--- src/rtl/pwm_ramp_pkg.sv ---
//------------------------------------------------------------------------------
// Module      : pwm_ramp_pkg
// Description : Shared constants for the pwm_ramp IP input conditioning path.
// Revision    : 1.0 - initial release
//------------------------------------------------------------------------------
`default_nettype none

package pwm_ramp_pkg;

  // Default width of the per-bit debounce stability counter
  localparam int DebounceCntW = 8;

endpackage : pwm_ramp_pkg

`default_nettype wire

--- src/rtl/pwm_in_debounce_bit.sv ---
//------------------------------------------------------------------------------
// Module      : pwm_in_debounce_bit
// Description : One-bit glitch filter with registered level, stability counter
//               and single-cycle rise/fall pulses.
// Revision    : 1.0 - initial release
//------------------------------------------------------------------------------
`default_nettype none

module pwm_in_debounce_bit #(
  parameter int   CntWidth = 8,
  parameter logic ResetBit = 1'b0
) (
  input  logic                clk_i,
  input  logic                rst_ni,
  input  logic                en_i,
  input  logic [CntWidth-1:0] thresh_i,
  input  logic                d_i,
  output logic                q_o,
  output logic                rise_o,
  output logic                fall_o
);

  logic                level_q, level_d;
  logic [CntWidth-1:0] cnt_q, cnt_d;
  logic                rise_q, rise_d;
  logic                fall_q, fall_d;

  // Next-state: count disagreeing samples, accept the new level once the
  // count has reached the threshold (>= so a lowered threshold acts at once)
  always_comb begin
    level_d = level_q;
    cnt_d   = cnt_q;
    rise_d  = 1'b0;
    fall_d  = 1'b0;
    if (!en_i) begin
      cnt_d = '0;
    end else if (d_i == level_q) begin
      cnt_d = '0;
    end else if (cnt_q >= thresh_i) begin
      level_d = d_i;
      cnt_d   = '0;
      rise_d  = d_i;
      fall_d  = ~d_i;
    end else begin
      cnt_d = cnt_q + CntWidth'(1);
    end
  end

  // State and output registers; reset wins over everything
  always_ff @(posedge clk_i) begin
    if (!rst_ni) begin
      level_q <= ResetBit;
      cnt_q   <= '0;
      rise_q  <= 1'b0;
      fall_q  <= 1'b0;
    end else begin
      level_q <= level_d;
      cnt_q   <= cnt_d;
      rise_q  <= rise_d;
      fall_q  <= fall_d;
    end
  end

  assign q_o    = level_q;
  assign rise_o = rise_q;
  assign fall_o = fall_q;

endmodule : pwm_in_debounce_bit

`default_nettype wire

--- src/rtl/pwm_in_debounce.sv ---
//------------------------------------------------------------------------------
// Module      : pwm_in_debounce
// Description : Per-bit glitch filter and edge detector placed after the
//               two-flop synchronizer; fans out enable and threshold to
//               Width independent bit filters.
// Revision    : 1.0 - initial release
//------------------------------------------------------------------------------
`default_nettype none

module pwm_in_debounce
  import pwm_ramp_pkg::*;
#(
  parameter int               Width      = 4,
  parameter int               CntWidth   = DebounceCntW,
  parameter logic [Width-1:0] ResetValue = '0
) (
  input  logic                clk_i,
  input  logic                rst_ni,
  input  logic                en_i,
  input  logic [CntWidth-1:0] thresh_i,
  input  logic [Width-1:0]    d_i,
  output logic [Width-1:0]    q_o,
  output logic [Width-1:0]    rise_o,
  output logic [Width-1:0]    fall_o
);

  // One independent filter per input bit
  for (genvar i = 0; i < Width; i++) begin : g_bit
    pwm_in_debounce_bit #(
      .CntWidth (CntWidth),
      .ResetBit (ResetValue[i])
    ) u_bit (
      .clk_i    (clk_i),
      .rst_ni   (rst_ni),
      .en_i     (en_i),
      .thresh_i (thresh_i),
      .d_i      (d_i[i]),
      .q_o      (q_o[i]),
      .rise_o   (rise_o[i]),
      .fall_o   (fall_o[i])
    );
  end : g_bit

endmodule : pwm_in_debounce

`default_nettype wire

--- config.mk ---
export PLATFORM = sky130hd
export DESIGN_NAME = pwm_in_debounce
export DESIGN_NICKNAME = d
export VERILOG_FILES = /design/src/rtl/pwm_ramp_pkg.sv /design/src/rtl/pwm_in_debounce_bit.sv /design/src/rtl/pwm_in_debounce.sv
export SDC_FILE = /design/constraint.sdc
export NUM_CORES = 1
export LEC_CHECK = 0
export ABC_AREA = 1
export CELL_PAD_IN_SITES_DETAIL_PLACEMENT = 0
export CELL_PAD_IN_SITES_GLOBAL_PLACEMENT = 1
export CORE_ASPECT_RATIO = 0.75
export CORE_MARGIN = 2
export CORE_UTILIZATION = 34
export CTS_CLUSTER_SIZE = 30
export DETAILED_ROUTE_END_ITERATION = 7
export PLACE_DENSITY_LB_ADDON = 0.1
export SLEW_MARGIN = 0
export SYNTH_ARGS = -nofsm -noshare
export SYNTH_HDL_FRONTEND = slang
export SYNTH_SLANG_ARGS = --single-unit
--- constraint.sdc ---
create_clock -name clk_i -period 4.8 [get_ports clk_i]
set_input_delay 1.44 -clock clk_i [delete_from_list [all_inputs] [get_ports clk_i]]
set_output_delay 1.44 -clock clk_i [all_outputs]
set_load 0.05 [all_outputs]
==> key figures, run 1 <==
Outcome
  • Outcome: finished, final reports clean

Worst setup path
  • Critical path origin: g_bit[0].u_bit.q_o
  • Critical Path, Cell by Cell: clkdlybuf4s50_1
  • Worst Setup Path Type: reg -> out
  • CP endpoint kind: output pin
  • Crit path max-delay family: buffers and inverters
  • CP max-delay cell: clkdlybuf4s50_1
  • CP peak stage delay: approximately 0.83 ns
  • Buf+Inv Stages, Crit Path: 1
  • WP data required: ~3.4 ns
  • Levels on crit path: 1
  • Reg2reg setup slack: between 3 and 4 ns
  • FF-to-FF Start: g_bit[1].u_bit.cnt_q[0]
  • Worst-path fanout max: 3
  • CP arrival: approximately 1.5 ns
  • CP endpoint: q_o[0]
  • Reg2Reg Depth: 10
  • Worst r2r dst: g_bit[1].u_bit.q_o
  • Setup crit start kind: flip-flop

Floorplanning
  • Initial Util: between 30% and 40%
  • Die Area: around 0.0085 mm^2
  • Std cell rows: 27
  • DIE HEIGHT: ~80 um
  • I/O pin cnt: 27
  • Core box area: ~0.0074 mm^2
  • Die width: ~110 um

Logic synthesis
  • Yosys warns: 0
  • Syn_area_per_cell: 7.983 um^2
  • Main combinational cell family by area after synthesis: simple AND/OR/NAND/NOR gates
  • Top-area cell type share of the netlist area: between 30 and 40%
  • Post-Synth XOR/XNOR Area: 7.670%
  • Post-synth top area cell: dfxtp_1
  • Post-synthesis cell count: 329
  • Synth Area in Adders: between 10% and 20%
  • Synth Area in Compound Gates: under 10%
  • Synth cell types: 21
  • Post-synthesis sequential area ratio: 33.54%
  • Synth Cell Area: roughly 0.0026 mm^2
  • Mapped Nets: 380
  • Synth top area cells: dfxtp_1 34%, ha_1 17%, nor2_1 8.7%
  • Synth Area in Simple Gates: between 20% and 30%
  • Mux share of post-synthesis cell area: 0%
  • #FFs+latches synth: 44

CTS
  • Clk buf depth: 2
  • Postcts setup bufs: 0
  • Cts hold-fix bufs: 0
  • Clock sinks: 44
  • Skew-Pair Late Insertion Delay: 0.30 ns
  • CTS tree: done
  • H-tree depth: 2
  • Cts repair resizes: 0
  • CTS root buffer: clkbuf_8
  • Reg clk slew, reported paths: approximately 0.080 ns
  • TritonCTS Buffers: 5

Cells and area
  • Leading cell type in the layout, fill and taps excluded: nor2_1
  • Most frequent cells in the layout: 61 x nor2_1, 60 x nand2_1, 44 x dfxtp_1
  • Nets: 400
  • Share of post-route cells with drive strength above 1: between 8 and 9%
  • ANT cells: 0
  • Area grow syn2layout: 15.10%

Timing
  • Setup_tns: 0 ns
  • Crit path time final: a little under 3 ns
  • RSZ-0062 raised after global routing: false
  • Worst Tran Pin Value: 0.5124 ns
  • Final worst path period share: slightly above 60%
  • Final setup fails: 0
  • Relative slew slack: about two thirds
  • Fin. Hold Viols: 0
  • Worst clock skew: 0.004871 ns
  • Fmax: about 340 MHz
  • Max-slew violation count: 0

Min path
  • Worst min path class: reg -> reg
  • Worst Hold Launch: g_bit[0].u_bit.cnt_q[0]

GRT
  • Vias in the first global route: 1864
  • First-pass GRT wire length: ~8500 um
  • Pin count of the biggest net entering global routing: 14
  • Global route overflow: 0
  • GRT Util Overall: 12.52%
  • Initial antenna violation count: 0

Pwr
  • Internal power: between 0.5 and 0.6 mW
  • Sw frac: a little under a quarter
  • Maximum VDD drop: between 100 and 150 uV
  • Final Power: just over 0.7 mW
  • Clk pwr share: around two fifths
  • LEAKAGE: between 1 and 1.5 nW
  • Reg power frac: 51.7%
  • PwrDens: approximately 240 mW/mm^2
  • Logic pwr share: 8.5%
  • Switching power: between 0.15 and 0.2 mW

Placed design
  • I/O Buffers: 26
  • RD Place Congestion: between 0.7 and 0.8
  • Detailed placement HPWL: just under 4000 um

Drt
  • Antenna-violating nets left: 0
  • Detailed Routing Iterations Pass 1: 4
  • Vias per inst: 4.268
  • Post-Route WL: roughly 4700 um
  • # DRC: 0
  • Via count: just under 2000
  • Mean routed wirelength per cell: approximately 10 um
  • DRT iter0 DRCs: 46

Run
  • Max-cap violations: 0
cell type report:
class / instances / area [um^2]
tap: 101 / 126.4
clock buffer: 6 / 72.57
inverter: 39 / 146.4
fill: 768 / 4375
timing repair buffer: 26 / 260.3
sequential: 44 / 880.8
clock inverter: 2 / 35.03
multi-input combinational: 233 / 1501
logic make-up (layout without fill, tap and decap cells):
group | after synthesis | in the layout
xor+xnor | 23 | 23
simple gates | 156 | 156
fa+ha+maj | 36 | 36
flops | 44 | 44
buf+inv | 52 | 73
compound gates | 18 | 18
stage by stage:
stage	setup WS (ns)	instance area [um^2]	hold WS, ns	utilization [%]	instances
2_1_floorplan	2.289	2626	0.4297	-	329
5_1_grt	1.733	3023	0.4907	40.86	451
4_1_cts	1.841	3023	0.4745	40.86	451
3_3_place_gp	1.625	2915	0.4455	39.40	443
3_5_place_dp	1.629	2915	0.4543	39.40	443
6_report	1.856	3023	0.4667	40.86	451
cell usage after synthesis:
| cell type | count |
|---|---|
| a21oi_1 | 11 |
| xor2_1 | 12 |
| nand2_1 | 60 |
| or2_2 | 1 |
| nor2_1 | 61 |
| o21a_1 | 4 |
| nor3b_2 | 3 |
| ha_1 | 36 |
| nand2_4 | 1 |
| dfxtp_1 | 44 |
| nor3_2 | 1 |
| inv_1 | 39 |
| nand3_1 | 12 |
| o21bai_1 | 3 |
| nand3_2 | 5 |
| nand4_1 | 1 |
| nor2_2 | 6 |
| xnor2_1 | 11 |
| nand3_4 | 2 |
| nor2_4 | 3 |
| buf_4 | 13 |
registers in the layout, indices dropped and copies added (netlist names):
register and count:
g_bit.u_bit.cnt_q 32, g_bit.u_bit.rise_o 4, g_bit.u_bit.fall_o 4, g_bit.u_bit.q_o 4
worst min path at each step:
stage / to / slack, ns / cells after the start
2_1_floorplan: g_bit[0].u_bit.cnt_q[0] / 0.43 / 1
3_3_place_gp: g_bit[0].u_bit.cnt_q[0] / 0.45 / 1
3_5_place_dp: g_bit[0].u_bit.cnt_q[0] / 0.45 / 1
4_1_cts: g_bit[0].u_bit.cnt_q[0] / 0.47 / 1
5_1_grt: g_bit[0].u_bit.cnt_q[0] / 0.49 / 1
6_report: g_bit[0].u_bit.cnt_q[0] / 0.47 / 1
power groups by stage:
stage / Combinational [mW] / Sequential (mW) / Clock, mW
after floorplan: 0.0383 / 0.377 / 0
after global placement: 0.0614 / 0.378 / 0
after detailed placement: 0.0618 / 0.378 / 0
after CTS: 0.0621 / 0.369 / 0.294
after global routing: 0.0705 / 0.369 / 0.305
final: 0.0605 / 0.369 / 0.284
per-layer routing:
layer	GRT usage, %	part of all wire, %
met4	3.600	0.93
met5	0	0
met2	19.81	42
met3	2.922	2.2
met1	17.02	54
No activity file was read; power rests on OpenSTA's default activity.
==> run 2: changes to the inputs <==
==> constraint.sdc (replaced) <==
create_clock -name clk_i -period 2.4 [get_ports clk_i]
set_input_delay 0.72 -clock clk_i [delete_from_list [all_inputs] [get_ports clk_i]]
set_output_delay 0.72 -clock clk_i [all_outputs]
set_load 0.05 [all_outputs]
==> key figures, run 2 (same netlist as run 1, synthesis figures left out) <==
Floorplanning
  • Core box area: about 0.0074 mm^2
  • DIE HEIGHT: 80.12 um
  • Die width: approximately 110 um
  • Initial Util: between 30% and 40%
  • Die Area: between 0.008 and 0.009 mm^2
  • I/O pin cnt: 27
  • Std cell rows: 27

Timing
  • Worst Tran Pin Value: between 0.5 and 0.6 ns
  • Fmax: between 400 and 500 MHz
  • RSZ-0062 raised after global routing: false
  • Relative slew slack: about 66%
  • Max-slew violation count: 0
  • Hold Slack: about 0.46 ns
  • Crit path time final: 2.211 ns
  • Fin. Hold Viols: 0
  • Final worst path period share: 92.14%
  • Final setup fails: 0
  • Worst clock skew: 0.008154 ns

CTS
  • TritonCTS Buffers: 5
  • Clock sinks: 44
  • Skew-Pair Late Insertion Delay: 0.29 ns
  • CTS tree: done
  • H-tree depth: 2
  • Reg clk slew, reported paths: around 0.09 ns
  • Postcts setup bufs: 0
  • CTS root buffer: clkbuf_8
  • Cts hold-fix bufs: 0
  • Clk buf depth: 2
  • Cts repair resizes: 0

Cells and area
  • ANT cells: 0
  • Area grow syn2layout: 16.39%
  • Largest register by flop count: g_bit.u_bit.cnt_q
  • Util after Layout: 41.32%
  • Most frequent cells in the layout: 61 x nor2_1, 60 x nand2_1, 44 x dfxtp_1
  • Leading cell type in the layout, fill and taps excluded: nor2_1
  • Largest register FFs: 32
  • Share of post-route cells with drive strength above 1: approximately 9.1%
  • Nets: approximately 400

Worst setup path
  • Critical Path, Cell by Cell: clkdlybuf4s50_1
  • Worst-path fanout max: 3
  • CP peak stage delay: 0.82 ns
  • Setup crit start kind: flip-flop
  • WP data required: between 1.5 and 2 ns
  • Worst Setup Path Type: reg -> out
  • CP endpoint kind: output pin
  • CP arrival: roughly 1.5 ns
  • Crit path max-delay family: buffers and inverters
  • CP max-delay cell: clkdlybuf4s50_1
  • Buf+Inv Stages, Crit Path: 1

Drt
  • Vias per inst: 4.223
  • Mean routed wirelength per cell: 10.50 um
  • Antenna-violating nets left: 0
  • Post-Route WL: roughly 4800 um
  • # DRC: 0
  • Via count: 1913
  • DRT iter0 DRCs: 30
  • Detailed Routing Iterations Pass 1: 4

Pwr
  • Maximum VDD drop: between 200 and 250 uV
  • LEAKAGE: roughly 1.3 nW
  • PwrDens: slightly below 500 mW/mm^2
  • Final Power: approximately 1.5 mW

Placed design
  • RD Place Congestion: 0.7342
  • Detailed placement HPWL: slightly below 4000 um
  • I/O Buffers: 26

Outcome
  • Outcome: finished, final reports clean

GRT
  • Initial antenna violation count: 0
  • Pin count of the biggest net entering global routing: 14
  • Vias in the first global route: between 1500 and 2000
  • First-pass GRT wire length: between 8000 and 9000 um
  • Global route overflow: 0
  • GRT Util Overall: between 10% and 20%

Min path
  • Worst min path class: reg -> reg

Run
  • Max-cap violations: 0
[run 2: cell types whose count changed in the layout (fill, tap and decap cells not counted), sizes merged]
cell	previous run	this run
clkbuf	6	7
clkinv	1	0
buf	0	2
[run 2: cell type report]
type	instances	area [um^2]
Tap cell	101	126.4
Clock inverter	1	30.03
Fill cell	769	4342
Sequential cell	44	880.8
Multi-Input combinational cell	233	1501
Inverter	39	146.4
Timing Repair Buffer	28	275.3
Clock buffer	7	96.34
[run 2: through the flow]
step                      area, um^2  setup WS (ns)  TNS, ns  instances
after detailed placement        2930       -0.06145  -0.2814        445
after CTS                       3057         0.1718        0        453
after global placement          2930       -0.06354  -0.1614        445
after floorplan                 2626         0.6088        0        329
final                           3057         0.1886        0        453
after global routing            3057        0.09389        0        453
[run 2: routing by layer]
metal  global-route usage, %  share of wire, %  vias up
met5                       0                 0        -
met1                   16.91                55      839
li1                        -                 -     1064
met4                   3.600              0.50        0
met2                   18.84                43        8
met3                   2.922               2.0        2
[run 2: path summary, 6_finish.rpt]
| kind | from | end | slack (ns) | cells past startpoint |
|---|---|---|---|---|
| setup / recovery | g_bit[2].u_bit.q_o | q_o[2] | 0.19 | 1 |
| hold / removal | g_bit[0].u_bit.cnt_q[0] | g_bit[0].u_bit.cnt_q[0] | 0.46 | 1 |
| setup reg to reg | g_bit[1].u_bit.cnt_q[0] | g_bit[1].u_bit.q_o | 0.88 | 10 |
| hold reg to reg | g_bit[0].u_bit.cnt_q[0] | g_bit[0].u_bit.cnt_q[0] | 0.46 | 1 |
[run 2: report_power, final]
part	internal (mW)	switching, mW
Combinational	0.0551	0.0680
Clock	0.368	0.254
Sequential	0.733	0.00444
==> run 3: changes to the inputs <==
--- a/config.mk
+++ b/config.mk
@@ -11,7 +11,6 @@
 export CORE_ASPECT_RATIO = 0.75
 export CORE_MARGIN = 2
 export CORE_UTILIZATION = 34
-export CTS_CLUSTER_SIZE = 30
 export DETAILED_ROUTE_END_ITERATION = 7
 export PLACE_DENSITY_LB_ADDON = 0.1
 export SLEW_MARGIN = 0
==> results of run 3 <==
The final DEF is identical to that of run 2; final timing and power are the same.
